**src/rtl/except_ctrl_pkg.sv**
```systemverilog
// ============================================================================
// Module   : except_ctrl_pkg
// Brief    : Shared exception codes, CP0 addresses, vectors and FSM encodings.
// Revision : 1.0 - initial release
// ============================================================================
`default_nettype none

package except_ctrl_pkg;

  localparam logic [31:0] C_EXC_NONE    = 32'h0000_0000;
  localparam logic [31:0] C_EXC_INT     = 32'h0000_0001;
  localparam logic [31:0] C_EXC_SYSCALL = 32'h0000_0008;
  localparam logic [31:0] C_EXC_INVALID = 32'h0000_000a;
  localparam logic [31:0] C_EXC_TRAP    = 32'h0000_000d;
  localparam logic [31:0] C_EXC_ERET    = 32'h0000_000e;

  localparam logic [31:0] C_EXC_VECTOR  = 32'h0000_0020;

  localparam logic [4:0]  C_CP0_STATUS  = 5'd12;
  localparam logic [4:0]  C_CP0_CAUSE   = 5'd13;
  localparam logic [4:0]  C_CP0_EPC     = 5'd14;

  localparam int          C_RAW_SYSCALL = 8;
  localparam int          C_RAW_INVALID = 9;
  localparam int          C_RAW_TRAP    = 10;
  localparam int          C_RAW_ERET    = 12;

  localparam logic [5:0]  C_STALL_EX    = 6'b001111;
  localparam logic [5:0]  C_STALL_ID    = 6'b000111;

  typedef enum logic [1:0] {
    ST_IDLE  = 2'd0,
    ST_FLUSH = 2'd1,
    ST_DRAIN = 2'd2
  } state_t;

endpackage

`default_nettype wire

```
**src/rtl/except_ctrl_cp0_fwd.sv**
```systemverilog
// ============================================================================
// Module   : cp0_fwd
// Brief    : Bypasses an in-flight WB-stage CP0 write onto status/cause/epc.
// Revision : 1.0 - initial release
// ============================================================================
`default_nettype none

module cp0_fwd
  import except_ctrl_pkg::*;
(
  input  logic [31:0] cp0_status_i,
  input  logic [31:0] cp0_cause_i,
  input  logic [31:0] cp0_epc_i,
  input  logic        wb_cp0_reg_we_i,
  input  logic [4:0]  wb_cp0_reg_waddr_i,
  input  logic [31:0] wb_cp0_reg_data_i,
  output logic [31:0] status_o,
  output logic [31:0] cause_o,
  output logic [31:0] epc_o
);

  always_comb begin
    status_o = cp0_status_i;
    cause_o  = cp0_cause_i;
    epc_o    = cp0_epc_i;
    if (wb_cp0_reg_we_i) begin
      if (wb_cp0_reg_waddr_i == C_CP0_STATUS)
        status_o = wb_cp0_reg_data_i;
      // Only the software-writable cause fields (IP1:0, WP, IV) are bypassed
      if (wb_cp0_reg_waddr_i == C_CP0_CAUSE) begin
        cause_o[9:8] = wb_cp0_reg_data_i[9:8];
        cause_o[22]  = wb_cp0_reg_data_i[22];
        cause_o[23]  = wb_cp0_reg_data_i[23];
      end
      if (wb_cp0_reg_waddr_i == C_CP0_EPC)
        epc_o = wb_cp0_reg_data_i;
    end
  end

endmodule

`default_nettype wire

```
**src/rtl/except_ctrl.sv**
```systemverilog
// ============================================================================
// Module   : except_ctrl
// Brief    : MEM-stage exception resolution, flush/redirect FSM and stall mux.
// Revision : 1.0 - initial release
// ============================================================================
`default_nettype none

module except_ctrl
  import except_ctrl_pkg::*;
(
  input  logic        clk,
  input  logic        rst,
  input  logic [31:0] excepttype_raw_i,
  input  logic [31:0] current_inst_address_i,
  input  logic        is_in_delayslot_i,
  input  logic [31:0] cp0_status_i,
  input  logic [31:0] cp0_cause_i,
  input  logic [31:0] cp0_epc_i,
  input  logic        wb_cp0_reg_we_i,
  input  logic [4:0]  wb_cp0_reg_waddr_i,
  input  logic [31:0] wb_cp0_reg_data_i,
  input  logic        stallreq_id_i,
  input  logic        stallreq_ex_i,
  output logic [31:0] excepttype_o,
  output logic [31:0] current_inst_address_o,
  output logic        is_in_delayslot_o,
  output logic        flush_o,
  output logic [31:0] new_pc_o,
  output logic [5:0]  stall_o
);

  logic [31:0] w_status;
  logic [31:0] w_cause;
  logic [31:0] w_epc;
  logic        w_int_pending;
  logic [31:0] w_exc;
  logic        w_unused_raw;

  state_t      r_state;
  state_t      w_state_nxt;
  logic [1:0]  r_drain_cnt;
  logic [1:0]  w_drain_cnt_nxt;
  logic [31:0] r_new_pc;
  logic [31:0] w_new_pc_nxt;

  cp0_fwd u_cp0_fwd (
    .cp0_status_i       (cp0_status_i),
    .cp0_cause_i        (cp0_cause_i),
    .cp0_epc_i          (cp0_epc_i),
    .wb_cp0_reg_we_i    (wb_cp0_reg_we_i),
    .wb_cp0_reg_waddr_i (wb_cp0_reg_waddr_i),
    .wb_cp0_reg_data_i  (wb_cp0_reg_data_i),
    .status_o           (w_status),
    .cause_o            (w_cause),
    .epc_o              (w_epc)
  );

  assign w_int_pending = ((w_cause[15:8] & w_status[15:8]) != 8'h00) &&
                         w_status[0] && !w_status[1];

  assign w_unused_raw = ^{excepttype_raw_i[31:13], excepttype_raw_i[11],
                          excepttype_raw_i[7:0]};

  // Reset gates the code too, so nothing leaks while rst is held
  always_comb begin
    w_exc = C_EXC_NONE;
    if (!rst && r_state == ST_IDLE && current_inst_address_i != 32'h0) begin
      if (w_int_pending)                        w_exc = C_EXC_INT;
      else if (excepttype_raw_i[C_RAW_SYSCALL]) w_exc = C_EXC_SYSCALL;
      else if (excepttype_raw_i[C_RAW_INVALID]) w_exc = C_EXC_INVALID;
      else if (excepttype_raw_i[C_RAW_TRAP])    w_exc = C_EXC_TRAP;
      else if (excepttype_raw_i[C_RAW_ERET])    w_exc = C_EXC_ERET;
    end
  end

  always_ff @(posedge clk or posedge rst) begin
    if (rst) begin
      r_state     <= ST_IDLE;
      r_drain_cnt <= 2'd0;
      r_new_pc    <= 32'h0;
    end else begin
      r_state     <= w_state_nxt;
      r_drain_cnt <= w_drain_cnt_nxt;
      r_new_pc    <= w_new_pc_nxt;
    end
  end

  always_comb begin
    w_state_nxt     = r_state;
    w_drain_cnt_nxt = r_drain_cnt;
    w_new_pc_nxt    = r_new_pc;
    case (r_state)
      ST_IDLE: begin
        if (w_exc != C_EXC_NONE) begin
          w_state_nxt  = ST_FLUSH;
          w_new_pc_nxt = (w_exc == C_EXC_ERET) ? w_epc : C_EXC_VECTOR;
        end
      end
      ST_FLUSH: begin
        w_state_nxt     = ST_DRAIN;
        w_drain_cnt_nxt = 2'd0;
      end
      ST_DRAIN: begin
        if (r_drain_cnt == 2'd1) begin
          w_state_nxt     = ST_IDLE;
          w_drain_cnt_nxt = 2'd0;
        end else begin
          w_drain_cnt_nxt = r_drain_cnt + 2'd1;
        end
      end
      default: begin
        w_state_nxt     = ST_IDLE;
        w_drain_cnt_nxt = 2'd0;
      end
    endcase
  end

  // A pending redirect wins over any stall request
  always_comb begin
    stall_o = 6'b000000;
    if (!rst && w_exc == C_EXC_NONE && r_state != ST_FLUSH) begin
      if (stallreq_ex_i)      stall_o = C_STALL_EX;
      else if (stallreq_id_i) stall_o = C_STALL_ID;
    end
  end

  assign excepttype_o           = w_exc;
  assign flush_o                = (r_state == ST_FLUSH);
  assign new_pc_o               = r_new_pc;
  assign current_inst_address_o = current_inst_address_i;
  assign is_in_delayslot_o      = is_in_delayslot_i;

endmodule

`default_nettype wire
```
**config.mk**
```make
export PLATFORM = sky130hd
export DESIGN_NAME = except_ctrl
export DESIGN_NICKNAME = d
export VERILOG_FILES = /design/src/rtl/except_ctrl_pkg.sv /design/src/rtl/except_ctrl_cp0_fwd.sv /design/src/rtl/except_ctrl.sv
export SDC_FILE = /design/constraint.sdc
export NUM_CORES = 1
export LEC_CHECK = 0
export ABC_AREA = 1
export CAP_MARGIN = 30
export CELL_PAD_IN_SITES_DETAIL_PLACEMENT = 1
export CELL_PAD_IN_SITES_GLOBAL_PLACEMENT = 1
export CORE_MARGIN = 5
export CORE_UTILIZATION = 19
export CTS_CLUSTER_SIZE = 28
export DETAILED_ROUTE_END_ITERATION = 12
export PLACE_DENSITY = 0.89
export SLEW_MARGIN = 20
export SYNTH_ARGS = -nofsm -noshare
export SYNTH_HDL_FRONTEND = slang
export SYNTH_SLANG_ARGS = --single-unit
export TNS_END_PERCENT = 50
```
**constraint.sdc**
```tcl
create_clock -name clk -period 4.4 [get_ports clk]
set_input_delay 0.66 -clock clk [delete_from_list [all_inputs] [get_ports clk]]
set_output_delay 0.66 -clock clk [all_outputs]
set_load 0.1 [all_outputs]
```
Word level (Yosys, flattened, before mapping) --
Index checks and enable logic that the tools add are counted.
Cells by class: add/subtract/negate cells 1, multiply operators 0, div/mod/pow operators 0, order comparisons 0, equality and inequality tests 10, shift-type cells 0, multiplexer cells 21, bitwise gates (word level) 1, reduce and logical (&&, ||, !) cells 15
Operators by type and width (number):
- $mux 32 | 3
- $reduce_bool 32->1 | 2
- $eq 32x4->1 const B | 1
- $logic_not 32->1 | 1
- $mux 16 | 2
- $mux 4 | 8
- $eq 5x4->1 const B | 3
- $mux 2 | 5
- $and 8x8->8 | 1
- $reduce_bool 8->1 | 1
- $logic_and 1x1->1 | 6
- $pmux 2 s3 | 1
- $eq 2x1->1 const B | 2
- $ne 2x1->1 const B | 2
- $pmux 2 s2 | 1
- $reduce_and 2->1 | 2
- $mux 3 | 1
- $add 2x1->2 const B | 1
- $eq 2x2->1 const B | 1
- $logic_not 1->1 | 2
- $logic_not 2->1 | 1
- $ne 2x2->1 const B | 1
Storage, ports and cells: register bits after elaboration 36, latch bits 0, bits in writable memories 0, bits in read-only memories 0, input bits 203, output and inout bits 104, word-level logic and storage cells 51, memories kept 0

Longest topological paths before layout --
Gate-level depths: netlist of the first run.
depth in word-level cells 13, mapped depth 15

Modules after synthesis --
Synthesis of the first run repeated with hierarchy kept, for this count alone.
Unflattened totals: cell total of the unflattened synthesis 570, area, all modules 3539.6 sq um
Modules (own cells, without submodules):
- except_ctrl | times used 1, cells each 304, area an instance 2311.0 sq um, seq. area each 900.9 sq um
- cp0_fwd | times used 1, cells each 266, area an instance 1228.7 sq um, seq. area each 0.0 sq um

Least setup slack after synthesis of the first run --
No wires, ideal clock.
path kind in2out, start input port wb_cp0_reg_waddr_i[0], end output port stall_o[1], arrival time 3.490 ns, required time 3.740 ns, setup slack 0.250 ns, stages 12, buffers on the path 1, path through nor2_4 -> nand3_2 -> nand2_1 -> nand3_1 -> nand2_1 -> nor2_1 -> nand2_1 -> nand2_2 -> nand2_2 -> nand4_1 -> nor2_1 -> buf_4
On the way: longest elaborated chain between the ends 13
RTL lines:
- start: declaration | line except_ctrl.sv:20 | input logic [4:0] wb_cp0_reg_waddr_i,
- $eq 5x4->1, on equally long branches | line except_ctrl_cp0_fwd.sv:30, except_ctrl_cp0_fwd.sv:27
- $mux 2 / $mux 16 (equally long branches) | line except_ctrl_cp0_fwd.sv:30, except_ctrl_cp0_fwd.sv:27
- $mux 2 / $mux 16 (equally long branches) | line except_ctrl_cp0_fwd.sv:26 | if (wb_cp0_reg_we_i) begin
- $and 8x8->8 | line except_ctrl.sv:58 | assign w_int_pending = ((w_cause[15:8] & w_status[15:8]) != 8'h00) &&
- $reduce_bool 8->1 | line except_ctrl.sv:58
- $logic_and 1x1->1 | line except_ctrl.sv:58
- $logic_and 1x1->1 * | line except_ctrl.sv:59 | w_status[0] && !w_status[1];
- $mux 4 * | line except_ctrl.sv:68 | if (w_int_pending) w_exc = C_EXC_INT;
- $mux 4 * | line except_ctrl.sv:67 | if (!rst && r_state == ST_IDLE && current_inst_address_i != 32'h0) begin
- $logic_not 32->1 * | line except_ctrl.sv:121 | if (!rst && w_exc == C_EXC_NONE && r_state != ST_FLUSH) begin
- $logic_and 1x1->1 * (2 in a row) | line except_ctrl.sv:121
- $mux 4 * | line except_ctrl.sv:121
- end: declaration | line except_ctrl.sv:29 | output logic [5:0] stall_o
Mark *: on every way between the ends. The rest lies on a longest branch, timed or not.

Worst setup path in the final report of the first run --
start input port wb_cp0_reg_waddr_i[4], end output port stall_o[2]
Same word-level chain as after synthesis.

==> results by group, run 1 <==
Run status
  • Outcome: complete, no violations

Worst setup path
  • Worst path most repeated cell: nand2_2
  • Critical path class: input port to primary output
  • Reg-to-reg slack, setup: 2.15 ns
  • Crit Reg-Reg Endpoint: new_pc_o[14]$_DFFE_PP0P_
  • Startpoint types: input port
  • Setup crit start: wb_cp0_reg_waddr_i[4]
  • CP Capture Point: stall_o[2]
  • Critical Path Slowest Stage Cell: o31ai_2
  • Worst setup EP type: primary output
  • Critical path's largest stage delay: 0.50 ns
  • Worst Path Arrival: 3.16 ns
  • CP max FO: 10
  • R2R Path Start: r_state[1]$_DFFE_PP0P_
  • Worst r2r path cells: 7
  • CP cell instances: clkdlybuf4s50_1 -> nor2_4 -> nand3_2 -> o31ai_2 -> nand2_2 -> nand2_2 -> nand4_1 -> nor2_1 -> buf_12
  • Crit path required time: 3.74 ns

Clocking
  • Total CTS buffers: 5
  • H-tree Lvls: 2
  • # clock sinks: 36
  • Post-CTS Setup Inserts: 0
  • PostCTS Resize Cnt: 0
  • Clock slew at reported path FFs: 0.06 ns
  • Clk_lat worst skew: 0.27 ns
  • Hold Buf Count CTS: 0
  • CTS tree: yes
  • Clock Path Buffers: 2
  • CTS root buf: clkbuf_16

Timing
  • Setup TNS: 0 ns
  • Final Setup Violations: 0
  • Final Hold Violating Endpoints: 0
  • Tightest Pin Transition: 1.01 ns
  • Max_slew headroom: 32.3%
  • Final min period: 3.82 ns
  • Final slew viol count: 0
  • Skew final: 0.00394 ns
  • RSZ-0062 raised after global routing: no
  • Final Cycle Share: 86.9%
  • Achievable frequency: 0.261 GHz

GRT
  • Vias in the first global route: 3240
  • Global Route Usage Sum: 12.4%
  • Largest net degree at the start of global routing: 42
  • Congestion Overflow GR: 0
  • First-pass GRT wire length: 17.6 mm
  • Initial antenna violation count: 0

Synthesis
  • FFs w/ async S/R, synth: 100%
  • Cell taking the most area after synthesis: dfrtp_1
  • Ys Warns: 0
  • Post-Synthesis Cell Area: 2860 um2
  • Synth Instances: 387
  • Top post-synthesis cells by area: dfrtp_1, buf_4, nand2_1
  • Top cell type's share of synthesized area: 31.5%
  • Post-synth cell types: 22
  • Post-synth top flop: dfrtp_1
  • Share of the yosys chip area belonging to registers: 31.5%
  • Avg Cell Area, Syn: 7.38 um2
  • Post-synthesis register bit count: 36
  • Number of synthesized flops with an enable pin: 0

Worst hold path
  • Worst Hold Class: flip-flop to flip-flop
  • Worst hold start: r_drain_cnt[1]$_DFFE_PP0P_

Place
  • Placed cell count: 725
  • Input/output buffers: 200
  • Dpl cell area: 4770 um2
  • Post-DP HPWL: 9.34 mm
  • Routability cong.: 0.772

Pwr
  • Combinational power share: 53.4%
  • P_sw: 0.739 mW
  • PD cells: 316 nW/um2
  • Max VDD drop: 0.209 mV
  • Clock share of power: 23.0%
  • Pint: 0.819 mW
  • Switch share: 47.5%
  • P_leak: 2.30 nW
  • Sequential power share: 23.6%

Drt
  • Detailed-route wire length per cell: 15.4 um
  • First DRT Iteration DRCs: 91
  • Drt first pass iters: 4
  • # DRC: 0
  • DR vias: 3026
  • Detail Route Antenna Nets: 0
  • Total wire length: 11.3 mm
  • Vias/cell: 4.13

Floorplan
  • Initial Utilization: 19.5%
  • Die width: 133 um
  • Die Y: 133 um
  • Cell Rows: 44
  • I/O pins: 307
  • Std-Cell Core Area: 14600 um2
  • Full die area: 17600 um2

Layout
  • Most common cell after layout, fill and taps aside: clkdlybuf4s50_1
  • Commonest non-fill, non-tap cells in the layout: clkdlybuf4s50_1, nand2_1, nand4_1
  • Nets: 751
  • Area delta synth->final: 72.3%
  • # fillers: 1778
  • Final cell count without fillers: 733
  • Final Cell Area: 4920 um2
  • Register area: 901 um2
  • Ant diodes: 0
  • Layout cells sized above 1: 10.0%
  • Multi-input logic area: 1370 um2

Job
  • Max Cap Viol: 0
## worst max-delay path, delay by kind of cell
family          cells  cell delay (ns)
buf+inv             2             0.73
simple gates        6             1.28
compound gates      1             0.50
## cells in the mapped netlist, types with 3 or more instances
library cell / number
nor2_4: 3
nor2_1: 31
o21ai_0: 10
nand2_1: 94
a21oi_1: 4
inv_1: 35
clkbuf_1: 7
buf_4: 69
nand2_2: 3
buf_2: 5
mux2_2: 22
dfrtp_1: 36
nand4_1: 39
nand3_1: 19
## routing by layer
layer / track usage (%) / part of all wire, %
met5: 0 / 0
met4: 2.25 / 0.75
met3: 4.37 / 8.7
met2: 23.0 / 51
met1: 13.9 / 40
## area by class of cell
cell class                 count  area share, %
timing repair buffer         206           43.5
multi-input combinational    264           27.8
sequential                    36           18.3
tap                          184           4.68
clock buffer                   6           2.82
inverter                      35           2.67
clock inverter                 2          0.203
## logic make-up after synthesis
group,after synthesis,share of synthesized area [%]
buffers and inverters,116,24.5
other,1,0.131
multiplexers,23,9.02
flip-flops,36,31.5
AND/OR/NAND/NOR,194,31.4
AO/OA/AOI/OAI,17,3.33
## power groups by stage
stage	registers, mW	logic, mW	clock network [mW]
final	0.368	0.831	0.359
after global routing	0.371	0.866	0.384
after CTS	0.368	0.840	0.374
after detailed placement	0.374	0.839	0
after global placement	0.372	0.825	0
after floorplan	0.454	0.528	0
## flip-flops by register name (all words and copies together) (netlist names)
register	cells
r_state	2
r_drain_cnt	2
new_pc_o	32
## how the worst min path moves through the flow
stage	end	slack, ns	depth (start not counted)
3_3_place_gp	r_drain_cnt[1]$_DFFE_PP0P_	0.49	2
6_report	r_drain_cnt[1]$_DFFE_PP0P_	0.50	2
2_1_floorplan	r_drain_cnt[1]$_DFFE_PP0P_	0.47	2
5_1_grt	r_drain_cnt[1]$_DFFE_PP0P_	0.54	2
3_5_place_dp	r_drain_cnt[1]$_DFFE_PP0P_	0.49	2
4_1_cts	r_drain_cnt[1]$_DFFE_PP0P_	0.50	2
## metrics by stage
stage | power (mW) | util [%] | hold WS, ns | setup WS [ns]
2_1_floorplan | 0.982 | - | 0.473 | 0.250
3_3_place_gp | 1.20 | 32.2 | 0.486 | 0.551
3_5_place_dp | 1.21 | 32.6 | 0.494 | 0.493
4_1_cts | 1.58 | 33.6 | 0.504 | 0.487
5_1_grt | 1.62 | 33.6 | 0.544 | 0.347
6_report | 1.56 | 33.6 | 0.503 | 0.575
(Power assumes the default switching activity.)
==> run 2: changes to the inputs <==
CORE_AREA = 5 5 116 118   (was default)
CORE_MARGIN = default   (was 5)
CORE_UTILIZATION = default   (was 19)
DIE_AREA = 0 0 121 123   (was default)
DONT_BUFFER_PORTS = 1   (was default)
PLACE_DENSITY = 0.55   (was 0.89)
==> run 2 against run 1 <==
Against the previous run: via count down 23%; wire length fell by 20%; clock-buffer cell count increased by 1; sequential cell count is the same; power fell by 20%; die area shrank 15%; worst hold slack worse by 0.11 ns; combinational power shrank 49%.
==> results by group, run 2 (same netlist as run 1, synthesis figures left out) <==
Run status
  • Outcome: complete, no violations

Worst setup path
  • Startpoint types: input port
  • Critical Path Stages: 13 (+4)
  • Worst Path Arrival: 2.60 ns (-0.56 ns)
  • Crit Reg-Reg Endpoint: new_pc_o[12]$_DFFE_PP0P_
  • Worst path most repeated cell: nand2_1
  • CP Capture Point: stall_o[0]
  • Buf+Inv Stages, Crit Path: 3 (+1)
  • CP cell instances: nand2_1 -> inv_1 -> nand3_2 -> nand2_1 -> nand3_1 -> nand2_1 -> nor2_1 -> nand2_1 -> nand3_2 -> buf_4 -> nand4_1 -> nor2_4 -> buf_4
  • R2R Path Start: r_state[1]$_DFFE_PP0P_
  • Worst r2r path cells: 7 (unchanged)
  • Setup crit start: wb_cp0_reg_waddr_i[3]
  • CP max FO: 14 (+4)
  • Crit path required time: 3.74 ns (about the same)
  • Critical path class: input port to primary output
  • Reg-to-reg slack, setup: 2.12 ns (-0.03 ns)
  • Critical Path Slowest Stage Cell: buf_4
  • Critical path's largest stage delay: 0.31 ns (-0.19 ns)
  • CP top delay family: simple AND/OR/NAND/NOR gates
  • Worst setup EP type: primary output

Place
  • Input/output buffers: 0 (-100%)
  • Pre-CTS setup slack: 1.07 ns (+0.580 ns)
  • Post-DP HPWL: 7.14 mm (-24%)
  • Routability cong.: 0.742 (-3.8%)

Floorplan
  • Std-Cell Core Area: 12400 um2 (-16%)
  • Initial Utilization: 23.1% (+3.6 points)
  • Die Y: 123 um (-7.3%)
  • I/O pins: 307 (unchanged)
  • Cell Rows: 41 (-6.8%)
  • Full die area: 14900 um2 (-15%)
  • Die width: 121 um (-8.8%)

GRT
  • Vias in the first global route: 2454 (-24%)
  • Global Route Usage Sum: 11.6% (-0.87 points)
  • Initial antenna violation count: 1 (+1)
  • First-pass GRT wire length: 13.5 mm (-23%)
  • Largest net degree at the start of global routing: 42 (unchanged)
  • Congestion Overflow GR: 0 (unchanged)

Timing
  • Achievable frequency: 0.307 GHz (+17%)
  • Setup TNS: 0 ns (unchanged)
  • Final min period: 3.26 ns (-0.567 ns)
  • Final Setup Violations: 0 (unchanged)
  • RSZ-0062 raised after global routing: no
  • Final Hold Violating Endpoints: 0 (unchanged)
  • Tightest Pin Transition: 0.965 ns (-0.0480 ns)
  • Final slew viol count: 0 (unchanged)
  • Final Cycle Share: 74.0% (-13 points)
  • Final WS setup: 1.14 ns (+0.567 ns)
  • Skew final: 0.00600 ns (+0.00206 ns)
  • Max_slew headroom: 35.7% (+3.4 points)

Layout
  • Ant diodes: 0 (unchanged)
  • Max reg flops: 32 (unchanged)
  • Commonest non-fill, non-tap cells in the layout: nand2_1, nand4_1, dfrtp_1
  • Area delta synth->final: 1.27%
  • Layout cells sized above 1: 15.7% (+5.7 points)
  • Register area: 901 um2 (unchanged)
  • # fillers: 1514 (-15%)
  • Multi-input logic area: 1390 um2 (+1.2%)
  • Nets: 558 (-26%)
  • Most common cell after layout, fill and taps aside: nand2_1

Worst hold path
  • Worst Hold Class: input port to async pin

Clocking
  • H-tree Lvls: 2 (unchanged)
  • Clock Path Buffers: 2 (unchanged)
  • Post-CTS Setup Inserts: 0 (unchanged)
  • Clk_lat worst skew: 0.27 ns (about the same)
  • Hold Buf Count CTS: 0 (unchanged)
  • Clock slew at reported path FFs: 0.06 ns (about the same)
  • Total CTS buffers: 5 (unchanged)
  • CTS root buf: clkbuf_16
  • PostCTS Resize Cnt: 0 (unchanged)
  • CTS tree: yes
  • # clock sinks: 36 (unchanged)

Drt
  • Drt first pass iters: 4 (unchanged)
  • # DRC: 0 (unchanged)
  • Detail Route Antenna Nets: 0 (unchanged)
  • Detailed-route wire length per cell: 17.2 um (+11%)
  • Vias/cell: 4.41 (+6.8%)
  • DR vias: 2327 (-23%)
  • First DRT Iteration DRCs: 40 (-56%)
  • Total wire length: 9.08 mm (-20%)

Job
  • Max Cap Viol: 0 (unchanged)

Pwr
  • Max VDD drop: 0.132 mV (-37%)
  • PD cells: 428 nW/um2 (+35%)
  • P_leak: 1.52 nW (-34%)
  • Pwr Total: 1.24 mW (-20%)
[run 2: worst min-delay path by stage]
stage,endpoint,from,slack (ns)
detailed placement,r_drain_cnt[1]$_DFFE_PP0P_,r_drain_cnt[1]$_DFFE_PP0P_,0.50
floorplan,r_drain_cnt[1]$_DFFE_PP0P_,r_drain_cnt[1]$_DFFE_PP0P_,0.47
finish,new_pc_o[23]$_DFFE_PP0P_,rst,0.39
global route,new_pc_o[23]$_DFFE_PP0P_,rst,0.43
CTS,new_pc_o[23]$_DFFE_PP0P_,rst,0.40
global placement,r_drain_cnt[1]$_DFFE_PP0P_,r_drain_cnt[1]$_DFFE_PP0P_,0.48
[run 2: area by class of cell]
| class | count | share of cell area [%] |
|---|---|---|
| repair buffers | 13 | 3.81 |
| multi-input cells | 264 | 47.9 |
| clock buffers | 7 | 4.93 |
| inverters | 35 | 4.54 |
| clock inverters | 1 | 0.260 |
| flip-flops and latches | 36 | 31.1 |
| well taps | 172 | 7.44 |
[run 2: layer usage]
metal,vias to the layer above,track usage [%],routed length [um]
li1,1101,-,-
met1,1071,13.8,3600
met2,145,18.6,4160
met3,8,5.72,1200
met4,2,2.97,111
met5,-,0,13
[run 2: through the flow]
| step | util (%) | area, um2 | cells | hold WS [ns] |
|---|---|---|---|---|
| 3_5_place_dp | 22.2 | 2740 | 520 | 0.501 |
| 6_report | 23.4 | 2890 | 528 | 0.388 |
| 5_1_grt | 23.4 | 2890 | 528 | 0.431 |
| 3_3_place_gp | 22.2 | 2740 | 520 | 0.483 |
| 2_1_floorplan | - | 2970 | 416 | 0.473 |
| 4_1_cts | 23.4 | 2890 | 528 | 0.400 |
[run 2: worst register-to-register path: stages (launching register included)]
cell	delay, ns
dfrtp_1	0.42
nor3_1	0.34
nand2_1	0.15
nor3_1	0.28
nand2_2	0.13
nor2_4	0.65
nand2_1	0.15
nand2_1	0.10
[run 2: power by group]
part           switching, mW  internal, mW
sequential             0.102         0.352
combinational          0.352        0.0754
clock                  0.132         0.225
total                  0.586         0.653
